$ cat src/rtl/bracket_nest_checker_pkg.sv
// Shared types and character constants for the bracket nesting checker.
package bracket_nest_pkg;

  typedef enum logic [1:0] {
    PAREN = 2'd0,
    BRACE = 2'd1,
    BRACK = 2'd2
  } br_kind_e;

  typedef enum logic [1:0] {
    S_CODE = 2'd0,
    S_STR  = 2'd1,
    S_ESC  = 2'd2,
    S_ERR  = 2'd3
  } scan_state_e;

  typedef enum logic [1:0] {
    ERR_OK       = 2'd0,
    ERR_MISMATCH = 2'd1,
    ERR_OVERFLOW = 2'd2,
    ERR_UNTERM   = 2'd3
  } nest_err_e;

  localparam logic [7:0] CH_LPAREN = 8'h28;
  localparam logic [7:0] CH_RPAREN = 8'h29;
  localparam logic [7:0] CH_LBRACE = 8'h7B;
  localparam logic [7:0] CH_RBRACE = 8'h7D;
  localparam logic [7:0] CH_LBRACK = 8'h5B;
  localparam logic [7:0] CH_RBRACK = 8'h5D;
  localparam logic [7:0] CH_QUOTE  = 8'h22;
  localparam logic [7:0] CH_BSLASH = 8'h5C;

  // Decoded view of one input character.
  typedef struct packed {
    logic     is_open;
    logic     is_close;
    logic     is_quote;
    logic     is_bslash;
    br_kind_e kind;
  } char_class_t;

  // Closers carry the kind of the opener they must match.
  function automatic char_class_t classify(input logic [7:0] c);
    char_class_t r;
    r = '0;
    case (c)
      CH_LPAREN: begin r.is_open  = 1'b1; r.kind = PAREN; end
      CH_LBRACE: begin r.is_open  = 1'b1; r.kind = BRACE; end
      CH_LBRACK: begin r.is_open  = 1'b1; r.kind = BRACK; end
      CH_RPAREN: begin r.is_close = 1'b1; r.kind = PAREN; end
      CH_RBRACE: begin r.is_close = 1'b1; r.kind = BRACE; end
      CH_RBRACK: begin r.is_close = 1'b1; r.kind = BRACK; end
      CH_QUOTE:  r.is_quote  = 1'b1;
      CH_BSLASH: r.is_bslash = 1'b1;
      default:   ;
    endcase
    return r;
  endfunction

endpackage

$ cat src/rtl/bracket_nest_checker_stack.sv
// DEPTH x 2-bit LIFO holding the kinds of currently open brackets.
module bracket_stack
  import bracket_nest_pkg::*;
#(
  parameter int DEPTH = 16
) (
  input  logic                       clk,
  input  logic                       rst,
  input  logic                       push_i,
  input  logic                       pop_i,
  input  logic                       clear_i,
  input  br_kind_e                   push_kind_i,
  output br_kind_e                   top_o,
  output logic [$clog2(DEPTH+1)-1:0] depth_o
);
  localparam int DW = $clog2(DEPTH + 1);
  localparam int AW = $clog2(DEPTH);
  localparam logic [DW-1:0] FULL = DW'(DEPTH);

  br_kind_e      mem_q [DEPTH];
  logic [DW-1:0] depth_q;
  logic [AW-1:0] wr_idx;
  logic [AW-1:0] top_idx;

  assign wr_idx  = AW'(depth_q);
  assign top_idx = AW'(depth_q - DW'(1));
  // Top is only meaningful when depth is non-zero; the caller checks that.
  assign top_o   = mem_q[top_idx];
  assign depth_o = depth_q;

  // Entry storage: written on push, never reset.
  always_ff @(posedge clk) begin
    if (push_i && (depth_q != FULL)) begin
      mem_q[wr_idx] <= push_kind_i;
    end
  end

  // Occupancy counter; clear takes priority over push/pop.
  always_ff @(posedge clk or posedge rst) begin
    if (rst) begin
      depth_q <= '0;
    end else if (clear_i) begin
      depth_q <= '0;
    end else if (push_i && (depth_q != FULL)) begin
      depth_q <= depth_q + DW'(1);
    end else if (pop_i && (depth_q != '0)) begin
      depth_q <= depth_q - DW'(1);
    end
  end

endmodule

$ cat config.mk
export PLATFORM = sky130hd
export DESIGN_NAME = bracket_stack
export DESIGN_NICKNAME = d
export VERILOG_FILES = /design/src/rtl/bracket_nest_checker_pkg.sv /design/src/rtl/bracket_nest_checker_stack.sv
export SDC_FILE = /design/constraint.sdc
export NUM_CORES = 1
export LEC_CHECK = 0
export BUFFER_PORTS_ARGS = -buffer_cell sky130_fd_sc_hd__buf_2
export CORE_UTILIZATION = 30
export DETAILED_ROUTE_END_ITERATION = 16
export PLACE_DENSITY = 0.5
export SLEW_MARGIN = 20
export SYNTH_ARGS = -nofsm -noshare
export SYNTH_HDL_FRONTEND = slang
export SYNTH_SLANG_ARGS = --single-unit
$ cat constraint.sdc
create_clock -name clk -period 2.3 [get_ports clk]
set_input_delay 0 -clock clk [delete_from_list [all_inputs] [get_ports clk]]
set_output_delay 0 -clock clk [all_outputs]
set_load 0.005 [all_outputs]
; After elaboration in Yosys (flattened, before gate mapping)
; Memories as Yosys holds them, arrays and structs flattened.
; Index checks and enable logic that the tools add are counted.
[word_totals]
reg_bits = 5
ram_bits = 32
output_inout_bits = 7
elab_cells = 14
memories = 1
[op_classes]
addsub = 2
n_eq_ne = 1
muxes = 5
n_reduce_logical = 4
[mem_list]
columns = name, depth, width, read_ports, rd_ports_with_merged_regs, wr, line
row1 = mem_q, 16, 2, 1, 0, 1, bracket_nest_checker_stack.sv:20  ; br_kind_e mem_q [DEPTH];
[op_table]
columns = operator, count
row1 = $mux W5, 3
row2 = $add A5 B1 Y5 const B, 1
row3 = $ne A5 B5 Y1 const B, 1
row4 = $reduce_bool A5 Y1, 1
row5 = $sub A5 B1 Y5 const B, 1
row6 = $reduce_bool A3 Y1, 1
row7 = $logic_and A1 B1 Y1, 2
row8 = $mux W1, 2

; Logic depth before layout (Yosys ltp)
; Gate-level depths: netlist (run 1).
[logic_depth]
ltp_word = 5
mapped_depth = 9
ltp_nobuf = 6

; Worst setup path before layout (run 1)
; No wires, ideal clock.
[synth_timing]
path_kind = flip-flop to flip-flop
startpoint = reg depth_q[0], in the netlist depth_o[0]
endpoint = mem mem_q[1][0] (netlist name) (enable)
setup_ns = 0.298
arrival_time_ns = 1.831
required_time_ns = 2.002
slack_ns = 0.171
stages_incl_launch_ff = 7
period_less_slack_ns = 2.129
cell_sequence = dfrtp_1 -> buf_2 -> inv_1 -> ha_1 -> buf_4 -> a2111oi_0 -> and2_1
[synth_between]
elab_chain_cells = 4
[synth_rtl]
columns = element, line
row1 = start: declaration, bracket_nest_checker_stack.sv:21  ; logic [DW-1:0] depth_q;
row2 = start signal: assignment, bracket_nest_checker_stack.sv:45  ; depth_q <= depth_q + DW'(1);
row3 = start signal: assignment, bracket_nest_checker_stack.sv:47  ; depth_q <= depth_q - DW'(1);
row4 = $ne A5 B5 Y1, bracket_nest_checker_stack.sv:33  ; if (push_i && (depth_q != FULL)) begin
row5 = $logic_and A1 B1 Y1, bracket_nest_checker_stack.sv:33
row6 = $mux W1, bracket_nest_checker_stack.sv:33
row7 = $mux W1 (implied by the code), bracket_nest_checker_stack.sv:34  ; mem_q[wr_idx] <= push_kind_i;
row8 = end: declaration, bracket_nest_checker_stack.sv:20
; Parallel ways exist; a longest one is shown, timed or not.

; Worst setup path after layout (run 1)
[layout_timing]
startpoint = reg depth_q[1], in the netlist depth_o[1]
endpoint = out top_o[1]
[layout_between]
elab_chain_cells = 2
[layout_rtl]
columns = element, line
row1 = $sub A5 B1 Y5, --
row2 = $mem_v2 Z16 W2, --
row3 = end: declaration, bracket_nest_checker_stack.sv:13  ; output br_kind_e top_o,
; No other way between the ends.

==> impl_metrics.toml, run 1 <==
[worst_setup_path]
rr_worst_depth = 6
crit_arrival_ns = 2.17
worst_setup_path_start_kind = "flop"
timing.rr.start = "depth_o[1]"
path_class = "reg2out"
reg2reg_slack_ns = 0.24
worstPathMaxFanout = 8
worstPathRequired_ns = 2.30
timing.rr.end = "depth_o[2]"
worstSetupEndpointType = "output port"

[clocking]
cts_sinks = 37
ctsRootBufferMaster = "clkbuf_8"
cts_tree = "done"
clockBufferDepth = 2
cts.reportedPaths.clkPinSlew_ns = 0.07
cts_made_buffers = 5
htreeDepth = 2
clkLatencyLatePin_ns = 0.29

[final_layout]
nets = 179
fin_area_um2 = 2140
final_common_cell = "edfxtp_1"
drive_gt1_share_pct = 23.2
synthToLayoutAreaGrowth_pct = 14.6
multi_input_area_um2 = 716
seqCellArea_um2 = 1090
fill_cells = 589
antenna_cells = 0
mostFrequentLayoutCells = "edfxtp_1 (32), nor2_1 (19), buf_2 (13), nand2_1 (8), buf_4 (8)"

[routing]
ant_nets = 0
wl_per_cell_um = 16.3
drt_wl_total_um = 3960
post-route-drc-count = 0
first_iter_violations = 110
drt-pass1-iter-count = 4
vias = 1250
via_per_inst = 5.14

[grt]
grt_pass1_vias = 1290
use_met2_pct = 25.1
grt_use_total_pct = 14.0
grt_util_met1_pct = 15.3
grt_max_degree = 17
grt-busiest-layer = "met2"
antenna_found_initial = 0
grt-ovfl-total = 0
grt_pass1_wl_um = 6510
met3_usage_pct = 3.03

[timing]
finalCritPeriodShare_pct = 94.4
fin_crit_ns = 2.17
rsz0062_at_grt = "false"
slew_violations = 0
worst_pin_slew_ns = 0.610
finalHoldViolCount = 0
fin_skew_ns = 0.00353
finalSetupViolCount = 0
max_freq_mhz = 460
slew-limit-headroom_pct = 58.8
fin_tns_setup_ns = 0

[power]
power_density_nw_per_um2 = 1140
leakage_uw = 0.000763
ir_drop_mv = 0.403

[placement]
place_area_um2 = 2020
hpwl_um = 2860
routabilityCongestion = 0.824
io_buffers = 13

[floorplanning]
row_count = 28
io_pins = 14
die_area_um2 = 6550
core_area_um2 = 5960
die_height_um = 81.0
die_w_um = 81.0
start_util_pct = 31.4

[synth]
postSynthAreaPerCell_um2 = 12.7
synth_ff_type = "edfxtp_1"
synth-edff-count = 32
synth_top_area_share_pct = 51.4
synth_cells = 147
synth_area_leader_cell = "edfxtp_1"
ys_seq_area_share_pct = 58.1
syn_nets = 158
ys_top_cells_by_area = "edfxtp_1 (51%), dfrtp_1 (6.7%), mux4_2 (4.8%), nor2_1 (3.8%), mux2i_1 (3.2%)"
synthArstFlopShare_pct = 13.5
ys_ff_latch = 37
ys_types = 41
syn_area_um2 = 1870
synth_warnings = 0

[hold_path]
hold_end = "depth_o[4]"
hold_path.startpoint = "pop_i"
hold-path-cell-count = 3
worstHoldPathType = "in2reg"

[outcome]
status = "finished clean"

[run]
drv_cap = 0
-- stage by stage --
| step | std cells | power (µW) | utilization, % | hold WS (ns) | setup slack, ns |
|---|---|---|---|---|---|
| floorplan | 147 | 1670 | - | -0.221 | 0.171 |
| global route | 243 | 2610 | 36.0 | 0.122 | 0.00522 |
| detailed placement | 231 | 1970 | 33.9 | -0.0847 | 0.223 |
| CTS | 240 | 2390 | 35.6 | 0.0835 | 0.0409 |
| global placement | 231 | 1950 | 33.9 | -0.0925 | 0.297 |
| finish | 243 | 2440 | 36.0 | 0.0799 | 0.128 |
-- what timing repair did --
| action | in CTS | in global routing |
|---|---|---|
| buffers inserted | 0 | 3 |
| endpoints found under the hold margin | 8 | 0 |
| hold buffers | 2 | 0 |
| resized for setup | 0 | 1 |
| endpoints found under the setup margin | 0 | 3 |
-- worst max path at each step --
stage	start	slack, ns	depth (start not counted)	end
4_1_cts	depth_o[1]	0.04	7	top_o[1]
5_1_grt	depth_o[1]	0.005	8	top_o[0]
2_1_floorplan	depth_o[0]	0.17	6	mem_q[1][0]
3_3_place_gp	depth_o[1]	0.30	6	depth_o[2]
3_5_place_dp	depth_o[1]	0.22	6	depth_o[2]
6_report	depth_o[1]	0.13	8	top_o[1]
-- synth_stat cells, types with 2 or more instances --
cell type and instances:
o211ai_1 2, xnor2_1 2, a221o_1 2, nand2_1 8
clkbuf_1 4, ha_1 4, edfxtp_1 32, nand2b_1 3
o31ai_1 3, o22ai_1 4, nor3_1 4, nor2_1 19
dfrtp_1 5, buf_2 3, and2_1 3, mux2i_1 6
mux4_2 4, mux2_2 4, nand4_1 2, inv_1 6
a21oi_1 5, o21ai_0 3
-- metal layers --
| layer | part of all wire (%) | vias to the layer above |
|---|---|---|
| met5 | 0 | - |
| met1 | 40 | 629 |
| met2 | 53 | 25 |
| met3 | 4.0 | 4 |
| met4 | 2.0 | 0 |
| li1 | - | 592 |
-- worst max-delay path, stage by stage (launching register included) --
cell and delay [ns]:
dfrtp_1 0.38, inv_1 0.13, ha_2 0.32, xnor2_4 0.14
buf_4 0.18, mux2_2 0.34, o22ai_1 0.15, o22ai_1 0.11
buf_2 0.13
-- flip-flops by register name (all words and copies together) (netlist names) --
signal   cells
mem_q       32
depth_o      5
-- kinds of logic (layout without fill, tap and decap cells) --
| group | count (synthesis) | in the layout | share of synthesized area, % |
|---|---|---|---|
| simple gates | 46 | 46 | 11.9 |
| flops | 37 | 37 | 58.1 |
| compound gates | 27 | 27 | 10.2 |
| buf+inv | 15 | 36 | 3.81 |
| mux | 14 | 14 | 10.4 |
| fa+ha+maj | 4 | 4 | 2.68 |
| xor+xnor | 4 | 4 | 2.88 |
-- cell type report --
class / instances / area share (%)
multi-input cells: 95 / 33.4
well taps: 75 / 4.38
flip-flops and latches: 37 / 50.7
repair buffers: 23 / 6.77
clock buffers: 5 / 3.21
inverters: 6 / 1.05
clock inverters: 2 / 0.525
-- report_power, final --
part / internal (µW) / total (µW) / switching (µW)
Clock: 203 / 419 / 216
Sequential: 789 / 850 / 60.9
Combinational: 584 / 1170 / 589
Total: 1580 / 2440 / 866
No activity file was read; power rests on OpenSTA's default activity.
==> inputs of run 2 (changes only) <==
Settings changed: ABC_AREA set to 1, PLACE_DENSITY 0.5 to 0.49.
==> run 2 against run 1 <==
Total power is 7.8% higher. Critical path depth stayed put. Count of clock-buffer cells in the layout is 1 higher. Final area is 0.93% higher. Die area is 1.6% higher. Utilization is 0.086 points lower.
==> impl_metrics.toml, run 2 <==
[synth]
synth_warnings = 0
postSynthAreaPerCell_um2 = 9.09
synth_top_area_share_pct = 50.6
synth_common_cells = "nand2_1 (55), edfxtp_1 (32), nor2_1 (30), nand3_1 (22), inv_1 (21)"
ys_types = 22
synth.most_common_cell = "nand2_1"
ys_top_cells_by_area = "edfxtp_1 (51%), nand2_1 (11%), dfrtp_1 (6.6%), nor2_1 (5.9%), nand3_1 (5.8%)"
ys_ff_latch = 37
synth_area_leader_cell = "edfxtp_1"
synth_ff_type = "edfxtp_1"
ys_seq_area_share_pct = 57.1
syn_nets = 220
syn_area_um2 = 1900
synthArstFlopShare_pct = 13.5
synth-edff-count = 32
synth_cells = 209

[grt]
antenna_found_initial = 0
grt_use_total_pct = 15.0
grt_pass1_wl_um = 7100
grt_pass1_vias = 1364
grt-ovfl-total = 0
grt_max_degree = 24

[floorplanning]
core_area_um2 = 6030
io_pins = 14
die_area_um2 = 6660
die_height_um = 81.6
die_w_um = 81.6
start_util_pct = 31.5
row_count = 28

[worst_setup_path]
crit_arrival_ns = 2.10
worstPathMaxFanout = 8
path_class = "reg2out"
critPathSlowestCell = "dfrtp_1"
crit_chain = "inv_1 -> ha_1 -> xnor2_1 -> inv_2 -> nand3_1 -> nand3_1 -> nand2_1 -> buf_2"
worst_setup_path_start_kind = "flop"
worstPathRequired_ns = 2.30
reg2reg_slack_ns = 0.44
crit_path_max_incr_delay_ns = 0.48
cp_top_family = "flip-flops"
cp.buffers_inverters = 3
worstSetupEndpointType = "output port"
timing.rr.start = "depth_o[1]"
crit_top_cell = "nand3_1"
timing.rr.end = "mem_q[1][0]"
rr_worst_depth = 7

[routing]
wl_per_cell_um = 14.5
ant_nets = 0
vias = 1463
post-route-drc-count = 0
first_iter_violations = 67
via_per_inst = 4.81
drt-pass1-iter-count = 4
drt_wl_total_um = 4400

[final_layout]
regMostFlops = "mem_q"
mostFrequentLayoutCells = "nand2_1 (55), edfxtp_1 (32), nor2_1 (30), nand3_1 (22), inv_1 (21)"
largest_reg_flops = 32
antenna_cells = 0
multi_input_area_um2 = 676
nets = 239
fill_cells = 633
final_common_cell = "nand2_1"
drive_gt1_share_pct = 13.5
synthToLayoutAreaGrowth_pct = 13.8
seqCellArea_um2 = 1090

[timing]
hold_slack_ns = 0.0732
rsz0062_at_grt = "false"
finalSetupViolCount = 0
finalCritPeriodShare_pct = 91.3
slew_violations = 0
finalHoldViolCount = 0
max_freq_mhz = 476
worst_pin_slew_ns = 0.491
fin_crit_ns = 2.10
fin_skew_ns = 0.00463
worst_slack_ns = 0.201
slew-limit-headroom_pct = 67.0
fin_tns_setup_ns = 0

[clocking]
cts_made_buffers = 5
clockBufferDepth = 2
ctsRootBufferMaster = "clkbuf_8"
cts_tree = "done"
cts_sinks = 37
clkLatencyLatePin_ns = 0.28
cts.reportedPaths.clkPinSlew_ns = 0.07
cts_resized = 0
htreeDepth = 2

[placement]
routabilityCongestion = 0.825
hpwl_um = 3100
io_buffers = 13
dp_slack_ns = 0.439

[outcome]
status = "finished clean"

[hold_path]
worstHoldPathType = "in2reg"
hold-path-cell-count = 4
hold_end = "depth_o[3]"
hold_path.startpoint = "pop_i"

[power]
power_density_nw_per_um2 = 1220
leakage_uw = 0.000930
ir_drop_mv = 0.562
p_total_uw = 2630

[run]
drv_cap = 0
run 2: cell types whose count changed after synthesis, moves of 6 or more:
cell,previous run,this run
nand2_1,8,55
nand3_1,0,22
inv_1,6,21
nor2_1,19,30
mux2i_1,6,0
run 2: worst max-delay path by stage:
stage	depth (start not counted)	from	slack [ns]	end
final	8	depth_o[1]	0.20	top_o[1]
after global routing	8	depth_o[1]	0.06	top_o[0]
after CTS	8	depth_o[1]	0.19	top_o[0]
after detailed placement	7	depth_o[1]	0.44	mem_q[5][1]
after global placement	7	depth_o[1]	0.53	mem_q[14][0]
after floorplan	7	depth_o[0]	0.48	mem_q[12][0]
run 2: worst register-to-register path, cell delays in order (launching register included):
cell	delay [ns]
dfrtp_1	0.48
inv_1	0.10
ha_1	0.27
nand3_2	0.13
nand2_4	0.14
inv_1	0.13
nand2_1	0.11
nor2_1	0.20
run 2: layout make-up:
type                    count  area share [%]
flip-flops and latches     37            50.2
multi-input cells         142            31.2
repair buffers             19            5.32
well taps                  75            4.34
inverters                  23            3.99
clock buffers               6            3.35
clock inverters             2            1.56
run 2: power breakdown:
group          switching, µW  total, µW  internal, µW
Clock                    219        539           320
Combinational            794       1210           415
Sequential              78.3        885           806
Total                   1090       2630          1540
run 2: through the flow:
stage                     util, %  cells  instance area (µm²)
after floorplan                 -    209                 1900
after global placement       33.8    294                 2040
after detailed placement     33.8    294                 2040
after CTS                    35.9    304                 2160
after global routing         35.9    304                 2160
final                        35.9    304                 2160
run 2: layer usage:
metal	part of all wire [%]	track usage (%)	wire, µm	vias to the layer above
met4	2.7	6.84	119	0
met1	47	20.3	2060	687
li1	-	-	-	729
met5	0	0	0	-
met2	46	22.9	2030	37
met3	4.3	3.22	188	10
run 2: logic make-up (layout without fill, tap and decap cells):
family,count (synthesis),in the layout,synth area share (%)
buffers and inverters,30,50,7.31
AO/OA/AOI/OAI,10,10,2.83
adder cells (fa/ha/maj),4,4,2.63
flip-flops,37,37,57.1
AND/OR/NAND/NOR,126,126,29.2
XOR/XNOR,2,2,0.922
run 2: repair_timing:
action	4_1_cts	5_1_grt
endpoints found under the setup margin	0	0
setup buffers	0	0
hold buffers	2	0
hold endpoints to repair	9	0
